**src/rtl/gcd_pkg.sv**
```systemverilog
// Shared types and constants for the iterative GCD responder.
package gcd_pkg;

  typedef enum logic [1:0] {
    IDLE = 2'd0,
    CALC = 2'd1,
    DONE = 2'd2
  } state_t;

  localparam int GCD_WIDTH = 16;  // default operand/result width
  localparam int CYC_W     = 16;  // iteration counter width

endpackage

```
**src/rtl/gcd_step.sv**
```systemverilog
// One subtract-GCD step as pure combinational logic.
// finish flags that one operand is zero; result is then the other operand.
module gcd_step #(
  parameter int WIDTH = 16
) (
  input  logic [WIDTH-1:0] a,
  input  logic [WIDTH-1:0] b,
  output logic [WIDTH-1:0] next_a,
  output logic [WIDTH-1:0] next_b,
  output logic             finish,
  output logic [WIDTH-1:0] result
);

  // Priority: a==0, b==0, a>b, else. Subtraction never wraps.
  always_comb begin
    next_a = a;
    next_b = b;
    finish = 1'b0;
    result = a;
    if (a == '0) begin
      finish = 1'b1;
      result = b;
    end else if (b == '0) begin
      finish = 1'b1;
      result = a;
    end else if (a > b) begin
      next_a = a - b;
    end else begin
      next_b = b - a;
    end
  end

endmodule

```
**src/rtl/gcd_responder.sv**
```systemverilog
// Iterative subtract-based GCD engine with load strobe and valid flag.
// Optional: define GCD_CYCLES_EN to add the io_cycles iteration counter port.
module gcd_responder
  import gcd_pkg::*;
#(
  parameter int WIDTH = GCD_WIDTH
) (
  input  logic             clock,
  input  logic             reset,
  input  logic [WIDTH-1:0] io_a,
  input  logic [WIDTH-1:0] io_b,
  input  logic             io_e,
  output logic [WIDTH-1:0] io_z,
  output logic             io_v
`ifdef GCD_CYCLES_EN
  ,
  output logic [CYC_W-1:0] io_cycles
`endif
);

  state_t           state;
  logic [WIDTH-1:0] a, b, z;
  logic [WIDTH-1:0] next_a, next_b, result;
  logic             finish;
  logic             load;

  // Loads are only accepted when not computing.
  assign load = io_e && (state == IDLE || state == DONE);
  assign io_z = z;

  gcd_step #(.WIDTH(WIDTH)) u_step (
    .a      (a),
    .b      (b),
    .next_a (next_a),
    .next_b (next_b),
    .finish (finish),
    .result (result)
  );

  // Main FSM; io_v is registered one cycle behind entry into DONE.
  always_ff @(posedge clock) begin
    if (reset) begin
      state <= IDLE;
      a     <= '0;
      b     <= '0;
      z     <= '0;
      io_v  <= 1'b0;
    end else begin
      io_v <= 1'b0;
      case (state)
        IDLE: begin
          if (io_e) begin
            a     <= io_a;
            b     <= io_b;
            state <= CALC;
          end
        end
        CALC: begin
          if (finish) begin
            z     <= result;
            state <= DONE;
          end else begin
            a <= next_a;
            b <= next_b;
          end
        end
        DONE: begin
          if (io_e) begin
            a     <= io_a;
            b     <= io_b;
            state <= CALC;
          end else begin
            io_v <= 1'b1;
          end
        end
        default: state <= IDLE;
      endcase
    end
  end

`ifdef GCD_CYCLES_EN
  // Iteration counter: clears on load, counts CALC cycles, saturates.
  always_ff @(posedge clock) begin
    if (reset) begin
      io_cycles <= '0;
    end else if (load) begin
      io_cycles <= '0;
    end else if (state == CALC && io_cycles != {CYC_W{1'b1}}) begin
      io_cycles <= io_cycles + 1'b1;
    end
  end
`endif

endmodule

```
**config.mk**
```make
export PLATFORM = sky130hd
export DESIGN_NAME = gcd_responder
export DESIGN_NICKNAME = d
export VERILOG_FILES = /design/src/rtl/gcd_pkg.sv /design/src/rtl/gcd_step.sv /design/src/rtl/gcd_responder.sv
export SDC_FILE = /design/constraint.sdc
export NUM_CORES = 1
export LEC_CHECK = 0
export ABC_AREA = 1
export ABC_CLOCK_PERIOD_IN_PS = 2450
export BUFFER_PORTS_ARGS = -buffer_cell sky130_fd_sc_hd__buf_2
export CAP_MARGIN = 20
export CORE_MARGIN = 5
export CORE_UTILIZATION = 52
export DETAILED_ROUTE_END_ITERATION = 10
export PLACE_DENSITY_LB_ADDON = 0.2
export SLEW_MARGIN = 20
export SYNTH_ARGS = -nofsm -noshare
export SYNTH_HDL_FRONTEND = slang
export SYNTH_SLANG_ARGS = --single-unit
```
**constraint.sdc**
```tcl
create_clock -name clock -period 2.45 [get_ports clock]
set_input_delay 0.49 -clock clock [delete_from_list [all_inputs] [get_ports clock]]
set_output_delay 0.49 -clock clock [all_outputs]
set_load 0.02 [all_outputs]
```
Yosys cells after proc, flatten, opt, wreduce, memory -nomap -nowiden

Cells that the tools add are included.

Register bits: 51
Output and inout bits: 17

Add/sub/neg operators: 2
Magnitude comparators: 1
Eq/ne operators: 9
Multiplexer cells: 19
Bitwise logic cells: 1
Reductions and logical operators: 10

Operators with widths:

| operator             | number |
|---|---|
| $mux W16             | 11 |
| $pmux W16 S2         | 2 |
| $logic_not A16 Y1    | 2 |
| $sub A16 B16 Y16     | 2 |
| $gt A16 B16 Y1       | 1 |
| $reduce_and A6 Y1    | 2 |
| $ne A2 B2 Y1 const B | 5 |
| $mux W2              | 2 |
| $ne A2 B1 Y1 const B | 2 |
| $pmux W2 S2          | 1 |
| $reduce_and A2 Y1    | 2 |
| $reduce_or A2 Y1     | 2 |
| $mux W1              | 3 |
| $eq A2 B1 Y1 const B | 1 |
| $eq A2 B2 Y1 const B | 1 |
| $logic_not A2 Y1     | 1 |
| $reduce_bool A2 Y1   | 1 |
| $not A1 Y1           | 1 |

Logic depth before layout (Yosys ltp)

Gate-level depths: netlist (run 1).

Depth after elaboration: 6
Gate-level depth with buffers: 16
Gate-level depth less buffers: 16

Modules after synthesis

Synthesis (run 1) repeated with hierarchy kept, for this count alone.

Cell total of the unflattened synthesis: 877
Area total of the unflattened synthesis: 5157.4 µm²

Modules (own cells, without submodules):

| module        | instances | cells each | area an instance (µm²) |
|---|---|---|---|
| gcd_responder | 1         | 399        | 2625.0 |
| gcd_step      | 1         | 478        | 2532.4 |

Least setup slack after synthesis (run 1)

No wires, ideal clock.

Path kind: register to register
Start: register a[0]
End: register b[2]
Arrival time: 2.002 ns
Required time: 2.334 ns
Path slack: 0.332 ns
Cell stages (with the launch flop): 17
Period minus slack after synthesis: 2.118 ns
Cells stage by stage: dfxtp_1 -> inv_1 -> ha_1 -> fa_1 -> inv_1 -> nand3_1 -> nand2_2 -> nand2_1 -> nand2_1 -> nand2_1 -> nand2_2 -> nand3_2 -> nand2_4 -> inv_4 -> buf_6 -> nor2_1 -> nor2_1

Word-level cells in the longest chain between the ends: 6

RTL lines:

| what                   | RTL line            | RTL |
|---|---|---|
| from (decl)            | gcd_responder.sv:22 | `logic [WIDTH-1:0] a, b, z;` |
| from (signal assigned) | gcd_responder.sv:53 | `a <= io_a;` |
| from (signal assigned) | gcd_responder.sv:63 | `a <= next_a;` |
| from (signal assigned) | gcd_responder.sv:69 | `a <= io_a;` |
| $sub A16 B16 Y16       | gcd_step.sv:29      | `next_b = b - a;` |
| $mux W16               | gcd_step.sv:26      | `end else if (a > b) begin` |
| $mux W16               | gcd_step.sv:23      | `end else if (b == '0) begin` |
| $mux W16               | gcd_step.sv:20      | `if (a == '0) begin` |
| $mux W16               | gcd_responder.sv:59 | `if (finish) begin` |
| $pmux W16 S2           | gcd_responder.sv:50 | `case (state)` |
| to (signal assigned)   | gcd_responder.sv:54 | `b <= io_b;` |
| to (signal assigned)   | gcd_responder.sv:64 | `b <= next_b;` |
| to (signal assigned)   | gcd_responder.sv:70 | `b <= io_b;` |
| to (decl)              | gcd_responder.sv:22 |  |

Parallel ways exist; a longest one is shown, timed or not. The select of a mux whose other input is x is not followed.
A chain may end at the register's enable or synchronous reset.

Worst setup path after layout (run 1)

Start: register a[0]
End: register a[14]

Word-level cells in the longest chain between the ends: 6

RTL lines:

| what             | RTL line            | RTL |
|---|---|---|
| $sub A16 B16 Y16 | gcd_step.sv:27      | `next_a = a - b;` |
| $mux W16         | gcd_step.sv:26      |  |
| $mux W16         | gcd_step.sv:23      |  |
| $mux W16         | gcd_step.sv:20      |  |
| $mux W16         | gcd_responder.sv:59 |  |
| $pmux W16 S2     | gcd_responder.sv:50 |  |

Parallel ways exist; a longest one is shown, timed or not. The select of a mux whose other input is x is not followed.

==> impl_metrics.prom, run 1 <==
# TYPE chip_impl_metric gauge
chip_impl_info{name="crit_chain",value="inv_1, ha_1, fa_2, inv_1, nand3_1, nand2_2, nand2_1, nand2_1, nand2_1, nand2_2, nand2_4, a21oi_4, buf_6, nand2_1, a21oi_1"} 1
chip_impl_metric{name="worst_skew_pair.late_latency",unit="ps"} 330
chip_impl_metric{name="wire_length_of_the_first_global_routing_pass",unit="mm"} 21.67
chip_impl_metric{name="drv_cap",unit=""} 0
chip_impl_metric{name="htree_levels",unit=""} 2
chip_impl_metric{name="max-clock-path-buffers",unit=""} 2
chip_impl_metric{name="detail_route.drc_violations",unit=""} 0
chip_impl_metric{name="net_count_synth",unit=""} 789
chip_impl_metric{name="drt_wl_total",unit="mm"} 13.88
chip_impl_metric{name="worst_r2r_path_depth",unit=""} 15
chip_impl_metric{name="detailroute.via_count",unit=""} 4706
chip_impl_metric{name="portBuffers",unit=""} 51
chip_impl_metric{name="seq_area_frac_synth",unit=""} 0.2363
chip_impl_info{name="primary_flip_flop_cell_chosen_by_synthesis_mapping",value="dfxtp_1"} 1
chip_impl_metric{name="coreArea",unit="µm²"} 8175
chip_impl_metric{name="nets",unit=""} 843
chip_impl_metric{name="routed_wl_per_cell",unit="µm"} 15.75
chip_impl_info{name="setup.worst_path.end",value="a[14]"} 1
chip_impl_info{name="timing.critical_path.to_type",value="flip-flop"} 1
chip_impl_metric{name="maximum_number_of_pins_on_one_net_before_global_route_repair",unit=""} 41
chip_impl_info{name="yosys-top-cells-area",value="dfxtp_1 (24%), nand2_1 (22%), inv_1 (9.6%)"} 1
chip_impl_metric{name="synth.ff_latch_count",unit=""} 51
chip_impl_info{name="ys_top_cells_by_count",value="nand2_1 (250), inv_1 (110), nand3_1 (59)"} 1
chip_impl_metric{name="cts-hold-fix-buffers",unit=""} 0
chip_impl_metric{name="drive_above_1_share",unit=""} 0.1521
chip_impl_info{name="timing.critical_path.mode_cell",value="nand2_1"} 1
chip_impl_metric{name="setup-violations-final",unit=""} 0
chip_impl_metric{name="timing.max_slew.rel_slack",unit=""} 0.6907
chip_impl_info{name="crit_path_start",value="a[0]"} 1
chip_impl_metric{name="finalWeightedCongestion",unit=""} 1.023
chip_impl_info{name="outcome",value="finished, final reports clean"} 1
chip_impl_info{name="cts_tree",value="yes"} 1
chip_impl_metric{name="global_route.usage.total",unit=""} 0.2707
chip_impl_metric{name="synth_area_per_cell",unit="µm²"} 5.992
chip_impl_metric{name="clock_sink_count",unit=""} 51
chip_impl_metric{name="required_time_of_the_worst_setup_path",unit="ps"} 2710
chip_impl_metric{name="timing.clock.skew",unit="ps"} 18.42
chip_impl_metric{name="synthArstFlopShare",unit=""} 0
chip_impl_metric{name="die_area",unit="µm²"} 10230
chip_impl_metric{name="first_global_vias",unit=""} 4511
chip_impl_info{name="synth_top_cell_by_area",value="dfxtp_1"} 1
chip_impl_metric{name="timing.final.crit_share",unit=""} 0.9416
chip_impl_metric{name="slowest_delay",unit="ps"} 380
chip_impl_metric{name="r2r_setup_slack",unit="ps"} 140
chip_impl_info{name="synth.most_common_cell",value="nand2_1"} 1
chip_impl_metric{name="area_growth_from_synthesis_to_final_layout",unit="%"} 11.76
chip_impl_metric{name="slew_viol_final",unit=""} 0
chip_impl_metric{name="drt_pass1_iterations",unit=""} 7
chip_impl_metric{name="floorplan.io_pins",unit=""} 52
chip_impl_info{name="startpoint_type",value="flip-flop"} 1
chip_impl_metric{name="cp_data_arrival_time",unit="ps"} 2560
chip_impl_metric{name="crit_path_max_fanout",unit=""} 14
chip_impl_metric{name="antenna-diode-count",unit=""} 0
chip_impl_info{name="rr_endpoint",value="a[14]"} 1
chip_impl_metric{name="synth_area",unit="µm²"} 4320
chip_impl_info{name="clock-root-buffer",value="clkbuf_8"} 1
chip_impl_info{name="worstSetupPathType",value="flip-flop to flip-flop"} 1
chip_impl_info{name="reg_to_reg_critical_path_startpoint",value="a[0]"} 1
chip_impl_metric{name="synthDominantCellAreaShare",unit=""} 0.2363
chip_impl_metric{name="start_util",unit=""} 0.5285
chip_impl_metric{name="syn_inst",unit=""} 721
chip_impl_info{name="rsz0062_at_grt",value="false"} 1
chip_impl_metric{name="cts_made_buffers",unit=""} 5
chip_impl_info{name="min_delay_worst_type",value="input port to flip-flop"} 1
chip_impl_metric{name="viasPerCell",unit=""} 5.342
chip_impl_metric{name="finalHoldViolCount",unit=""} 0
chip_impl_metric{name="fin_setup_tns",unit="ps"} 0
chip_impl_metric{name="finalWorstPathRequiredPeriod",unit="ps"} 2307
chip_impl_metric{name="height_of_the_die",unit="µm"} 101.2
chip_impl_metric{name="antenna_violations_before_repair",unit=""} 0
chip_impl_info{name="highest_delay_cell_along_the_critical_path",value="dfxtp_2"} 1
chip_impl_metric{name="detail-route-antenna-nets",unit=""} 0
chip_impl_metric{name="max_freq",unit="MHz"} 433.5
chip_impl_metric{name="placementRows",unit=""} 33
chip_impl_metric{name="worst-slew-pin-transition",unit="ps"} 463.2
chip_impl_metric{name="dpl.hpwl",unit="mm"} 11.08
chip_impl_metric{name="drt_first_iter_violations",unit=""} 268
chip_impl_metric{name="cts.reportedPaths.clkPinSlew",unit="ps"} 120
chip_impl_metric{name="total_number_of_yosys_warnings",unit=""} 0
chip_impl_metric{name="fp.dieW",unit="µm"} 101.2
chip_impl_metric{name="synthDistinctLibCells",unit=""} 32
chip_impl_metric{name="grt_overflow",unit=""} 0
chip_impl_metric{name="synth_edf_count",unit=""} 0
worst max-delay path, delay by kind of cell, from the launching register on:
| family | cells | cell delay (ps) |
|---|---|---|
| buffers and inverters | 3 | 340 |
| flip-flops | 1 | 380 |
| adder cells (fa/ha/maj) | 2 | 590 |
| AO/OA/AOI/OAI | 2 | 240 |
| AND/OR/NAND/NOR | 8 | 680 |
metrics by stage:
step / utilization / area [µm²] / worst slack [ps] / instances / hold slack (ps)
floorplan: - / 4320 / 332.1 / 721 / 457.4
global route: 0.5906 / 4828 / 8.972 / 881 / 457.0
global placement: 0.5736 / 4690 / 120.2 / 870 / 476.7
detailed placement: 0.5736 / 4690 / 72.23 / 870 / 485.7
CTS: 0.5845 / 4778 / 28.63 / 878 / 453.3
finish: 0.5906 / 4828 / 143.0 / 881 / 455.4
cells in the final DEF, fill, tap and decap left out, drive strengths merged:
master and count:
nand2 266, inv 117, buf 68, nand3 61, a21oi 53, dfxtp 51, nor2 44, o21ai 34
ha 31, a31oi 16, nand4 9, xor2 6, clkbuf 5, nor3 4, and2 2, o22ai 2
clkinvlp 2, fa 2, nand3b 1, or2 1, clkinv 1
per-layer routing:
layer / global-route usage / wire length (µm) / up-vias
li1: - / - / 2375
met1: 0.3169 / 5572 / 2082
met2: 0.4582 / 6504 / 190
met3: 0.04890 / 984 / 59
met4: 0.1646 / 819 / 0
met5: 0 / 0 / -
sequential cells by signal, indices dropped and copies added, names as in the netlist:
signal,count
io_v,1
state,2
b,16
io_z,16
a,16
how the worst min path moves through the flow:
| stage | startpoint | endpoint | slack (ps) | cells past startpoint |
|---|---|---|---|---|
| 5_1_grt | io_e | io_v | 460 | 3 |
| 4_1_cts | io_e | io_v | 450 | 3 |
| 2_1_floorplan | b[15] | b[15] | 460 | 2 |
| 3_5_place_dp | a[12] | a[12] | 490 | 2 |
| 6_report | io_a[3] | a[3] | 460 | 3 |
| 3_3_place_gp | a[15] | a[15] | 480 | 2 |
area by class of cell:
type	count	area (µm²)
fill	857	3347
inverter	117	441.7
tap	105	131.4
clock buffer	5	68.82
sequential	51	1023
timing repair buffer	68	386.6
multi-input combinational	532	2756
clock inverter	3	20.02
what timing repair did:
item                       CTS  global route
gates resized for setup      0            10
hold endpoints to repair     0             0
setup buffers                0             3
setup endpoints to repair    0            32
cell families (layout without fill, tap and decap cells):
group                      after synthesis  in the layout  share of synthesized area
DFF                                     51             51                     0.2363
AOI/OAI and AO/OA                      105            105                     0.1347
and+or+nand+nor                        388            388                     0.3872
adders and majority gates               33             33                    0.09904
xor gates and xnor gates                 6              6                    0.01216
buffers and inverters                  138            193                     0.1306
Power of run 1 is left out: the tool's default activity adds up to more than one toggle a clock period on the data nets, which glitch-free logic cannot reach.
==> inputs of run 2 (changes only) <==
Settings changed: SYNTH_HIERARCHICAL set to 1.
==> run 2 against run 1 <==
Compared with the run above:
- die area up 17%
- fmax down 1.4%
- first-iteration DRC count up 100%
==> impl_metrics.prom, run 2 <==
# TYPE chip_impl_metric gauge
chip_impl_metric{name="first_global_vias",unit=""} 5120
chip_impl_metric{name="cp_data_arrival_time",unit="ps"} 2570
chip_impl_metric{name="slowest_delay",unit="ps"} 400
chip_impl_metric{name="buffering_stage_count_on_the_worst_path_with_inverters_included",unit=""} 2
chip_impl_metric{name="drive_above_1_share",unit=""} 0.2004
chip_impl_metric{name="final_util",unit=""} 0.6148
chip_impl_metric{name="placementRows",unit=""} 36
chip_impl_metric{name="drt_wl_total",unit="mm"} 16.13
chip_impl_metric{name="timing.max_slew.rel_slack",unit=""} 0.7234
chip_impl_metric{name="post-route-cell-area",unit="µm²"} 5982
chip_impl_metric{name="synthDominantCellAreaShare",unit=""} 0.2263
chip_impl_metric{name="synth_area_per_cell",unit="µm²"} 5.881
chip_impl_metric{name="fp.dieW",unit="µm"} 109.6
chip_impl_info{name="mostFrequentLayoutCells",value="nand2_1 (309), inv_1 (115), nor2_1 (66), a21oi_1 (64)"} 1
chip_impl_metric{name="portBuffers",unit=""} 51
chip_impl_metric{name="cts_made_buffers",unit=""} 5
chip_impl_metric{name="layout.filler_cells",unit=""} 1008
chip_impl_metric{name="cts.reportedPaths.clkPinSlew",unit="ps"} 110
chip_impl_metric{name="multi_input_comb_area",unit="µm²"} 3560
chip_impl_metric{name="finalWorstSetupSlack",unit="ps"} 110.9
chip_impl_metric{name="max_freq",unit="MHz"} 427.5
chip_impl_metric{name="crit_path_max_fanout",unit=""} 6
chip_impl_metric{name="finalWeightedCongestion",unit=""} 0.9807
chip_impl_info{name="crit_chain",value="inv_1, ha_1, nand2_2, nor3_4, nand3_4, nand2_8, nand2_8, clkbuf_16, nand2_1, nand2_1, nand2_1, nand2_1, a21oi_1, nor2_1"} 1
chip_impl_info{name="min_delay_worst_type",value="input port to flip-flop"} 1
chip_impl_metric{name="timing.clock.skew",unit="ps"} 17.52
chip_impl_metric{name="final-seq-area",unit="µm²"} 1033
chip_impl_metric{name="finalWorstPathRequiredPeriod",unit="ps"} 2339
chip_impl_metric{name="setup-violations-final",unit=""} 0
chip_impl_metric{name="nets",unit=""} 1000
chip_impl_metric{name="p_seq_frac",unit=""} 0.197
chip_impl_info{name="primary_flip_flop_cell_chosen_by_synthesis_mapping",value="dfxtp_1"} 1
chip_impl_metric{name="clock_sink_count",unit=""} 51
chip_impl_metric{name="detail-route-antenna-nets",unit=""} 0
chip_impl_metric{name="net_count_synth",unit=""} 945
chip_impl_metric{name="global_route.usage.total",unit=""} 0.2701
chip_impl_metric{name="cts-hold-fix-buffers",unit=""} 0
chip_impl_metric{name="post_dp_cell_area",unit="µm²"} 5583
chip_impl_metric{name="htree_levels",unit=""} 2
chip_impl_metric{name="routed_wl_per_cell",unit="µm"} 15.13
chip_impl_metric{name="timing.final.crit_share",unit=""} 0.9547
chip_impl_metric{name="slew_viol_final",unit=""} 0
chip_impl_info{name="cp_top_family",value="simple AND/OR/NAND/NOR gates"} 1
chip_impl_metric{name="switching_power",unit="mW"} 2.636
chip_impl_metric{name="required_time_of_the_worst_setup_path",unit="ps"} 2680
chip_impl_metric{name="coreArea",unit="µm²"} 9729
chip_impl_info{name="yosys-top-cells-area",value="nand2_1 (23%), dfxtp_1 (20%), inv_1 (8.4%)"} 1
chip_impl_info{name="startpoint_type",value="flip-flop"} 1
chip_impl_info{name="timing.critical_path.to_type",value="flip-flop"} 1
chip_impl_metric{name="grt_overflow",unit=""} 0
chip_impl_metric{name="post-place-ws",unit="ps"} 50.16
chip_impl_metric{name="drt_first_iter_violations",unit=""} 541
chip_impl_metric{name="antenna_violations_before_repair",unit=""} 0
chip_impl_metric{name="drt_pass1_iterations",unit=""} 5
chip_impl_metric{name="clockPowerShare",unit=""} 0.119
chip_impl_metric{name="die_area",unit="µm²"} 12010
chip_impl_metric{name="synthDistinctLibCells",unit=""} 34
chip_impl_metric{name="synth_edf_count",unit=""} 0
chip_impl_metric{name="syn_inst",unit=""} 877
chip_impl_metric{name="vdd_ir_drop_max",unit="V"} 0.0004186
chip_impl_metric{name="antenna-diode-count",unit=""} 0
chip_impl_info{name="final_common_cell",value="nand2_1"} 1
chip_impl_info{name="synth.most_common_cell",value="nand2_1"} 1
chip_impl_metric{name="finalHoldViolCount",unit=""} 0
chip_impl_info{name="outcome",value="finished, final reports clean"} 1
chip_impl_info{name="cts_tree",value="yes"} 1
chip_impl_metric{name="start_util",unit=""} 0.5301
chip_impl_metric{name="seq_area_frac_synth",unit=""} 0.1980
chip_impl_metric{name="worst-slew-pin-transition",unit="ps"} 410.6
chip_impl_info{name="worstSetupPathType",value="flip-flop to flip-flop"} 1
chip_impl_metric{name="floorplan.io_pins",unit=""} 52
chip_impl_metric{name="height_of_the_die",unit="µm"} 109.6
chip_impl_info{name="timing.critical_path.mode_cell",value="nand2_1"} 1
chip_impl_info{name="clock-root-buffer",value="clkbuf_8"} 1
chip_impl_metric{name="detailroute.via_count",unit=""} 5594
chip_impl_metric{name="p_leak",unit="nW"} 3.119
chip_impl_metric{name="synth_area",unit="µm²"} 5157
chip_impl_metric{name="drv_cap",unit=""} 0
chip_impl_metric{name="wire_length_of_the_first_global_routing_pass",unit="mm"} 25.23
chip_impl_info{name="ys_top_cells_by_count",value="nand2_1 (311), inv_1 (116), nor2_1 (69)"} 1
chip_impl_metric{name="power_report.internal_total",unit="mW"} 2.589
chip_impl_info{name="synth_top_cell_by_area",value="nand2_1"} 1
chip_impl_metric{name="worst_skew_pair.late_latency",unit="ps"} 330
chip_impl_info{name="rsz0062_at_grt",value="true"} 1
chip_impl_metric{name="dpl.hpwl",unit="mm"} 12.45
chip_impl_metric{name="part_of_the_total_power_dissipated_in_combinational_logic",unit=""} 0.683
chip_impl_metric{name="max-clock-path-buffers",unit=""} 2
chip_impl_metric{name="detail_route.drc_violations",unit=""} 0
chip_impl_metric{name="total_number_of_yosys_warnings",unit=""} 6
chip_impl_metric{name="maximum_number_of_pins_on_one_net_before_global_route_repair",unit=""} 66
chip_impl_info{name="highest_delay_cell_along_the_critical_path",value="ha_1"} 1
chip_impl_metric{name="synth.ff_latch_count",unit=""} 51
chip_impl_metric{name="viasPerCell",unit=""} 5.248
chip_impl_metric{name="synthArstFlopShare",unit=""} 0
chip_impl_metric{name="area_growth_from_synthesis_to_final_layout",unit="%"} 15.99
chip_impl_metric{name="switching_share_of_power",unit=""} 0.5045
chip_impl_metric{name="whs",unit="ps"} 459.4
chip_impl_metric{name="powerDensity",unit="nW/µm²"} 873.5
## run 2: cell types whose count changed after synthesis, sizes merged, moves of 4 or more
| cell | delta |
|---|---|
| a21oi | +16 |
| a31oi | -16 |
| buf | +25 |
| inv | +5 |
| nand2 | +62 |
| nand4 | +18 |
| nor2 | +26 |
| o21ai | +7 |
| xnor2 | +4 |
| xor2 | +8 |
## run 2: final cells by class
| cell class | instances | share of cell area |
|---|---|---|
| Sequential cell | 51 | 0.1728 |
| Timing Repair Buffer | 91 | 0.1075 |
| Clock inverter | 3 | 0.007321 |
| Tap cell | 133 | 0.02782 |
| Multi-Input combinational cell | 660 | 0.5951 |
| Clock buffer | 5 | 0.01150 |
| Inverter | 123 | 0.07802 |
## run 2: timing repair
item / 4_1_cts / 5_1_grt
gates cloned: 0 / 2
buffers inserted: 0 / 4
pin swaps: 0 / 10
resized for setup: 0 / 56
endpoints found under the setup margin: 1 / 32
## run 2: power by group through the flow
stage,Combinational [mW],Clock (mW),Sequential [mW]
after floorplan,2.38,0,1.01
after global placement,3.14,0,1.03
after detailed placement,3.15,0,1.03
after CTS,3.17,0.633,1.01
after global routing,3.91,0.669,1.04
final,3.57,0.624,1.03
## run 2: metal layers
layer	track usage	vias to the layer above	routed length [µm]
li1	-	2858	-
met1	0.3655	2499	7235
met2	0.4403	201	7410
met3	0.03464	36	1023
met4	0.09617	0	462
met5	0	-	0
## run 2: worst paths after layout
check,to,slack (ps),startpoint,cells past startpoint
setup reg to reg,b[4],110,b[15],14
hold / removal,b[1],460,io_b[1],5
setup / recovery,b[4],110,b[15],14
hold reg to reg,io_z[15],470,io_z[15],2
## run 2: metrics by stage
stage	setup TNS, ps	power (mW)	instances
2_1_floorplan	0	3.389	877
3_3_place_gp	0	4.174	1052
3_5_place_dp	0	4.185	1052
4_1_cts	-1.859	4.821	1060
5_1_grt	-111.9	5.621	1066
6_report	0	5.226	1066
## run 2: cell families (layout without fill, tap and decap cells)
logic type | after synthesis | count (layout) | share of synthesized area
xor+xnor | 18 | 18 | 0.03057
fa+ha+maj | 33 | 33 | 0.08297
simple gates | 493 | 494 | 0.4117
buf+inv | 167 | 222 | 0.1526
compound gates | 115 | 115 | 0.1242
flops | 51 | 51 | 0.1980
## run 2: tightest hold or removal path, stage by stage
cell and delay [ps]:
buf_2 70, nand2_1 40, nand2_1 50, a21oi_1 30, nor2_1 80
(Power assumes the default switching activity.)
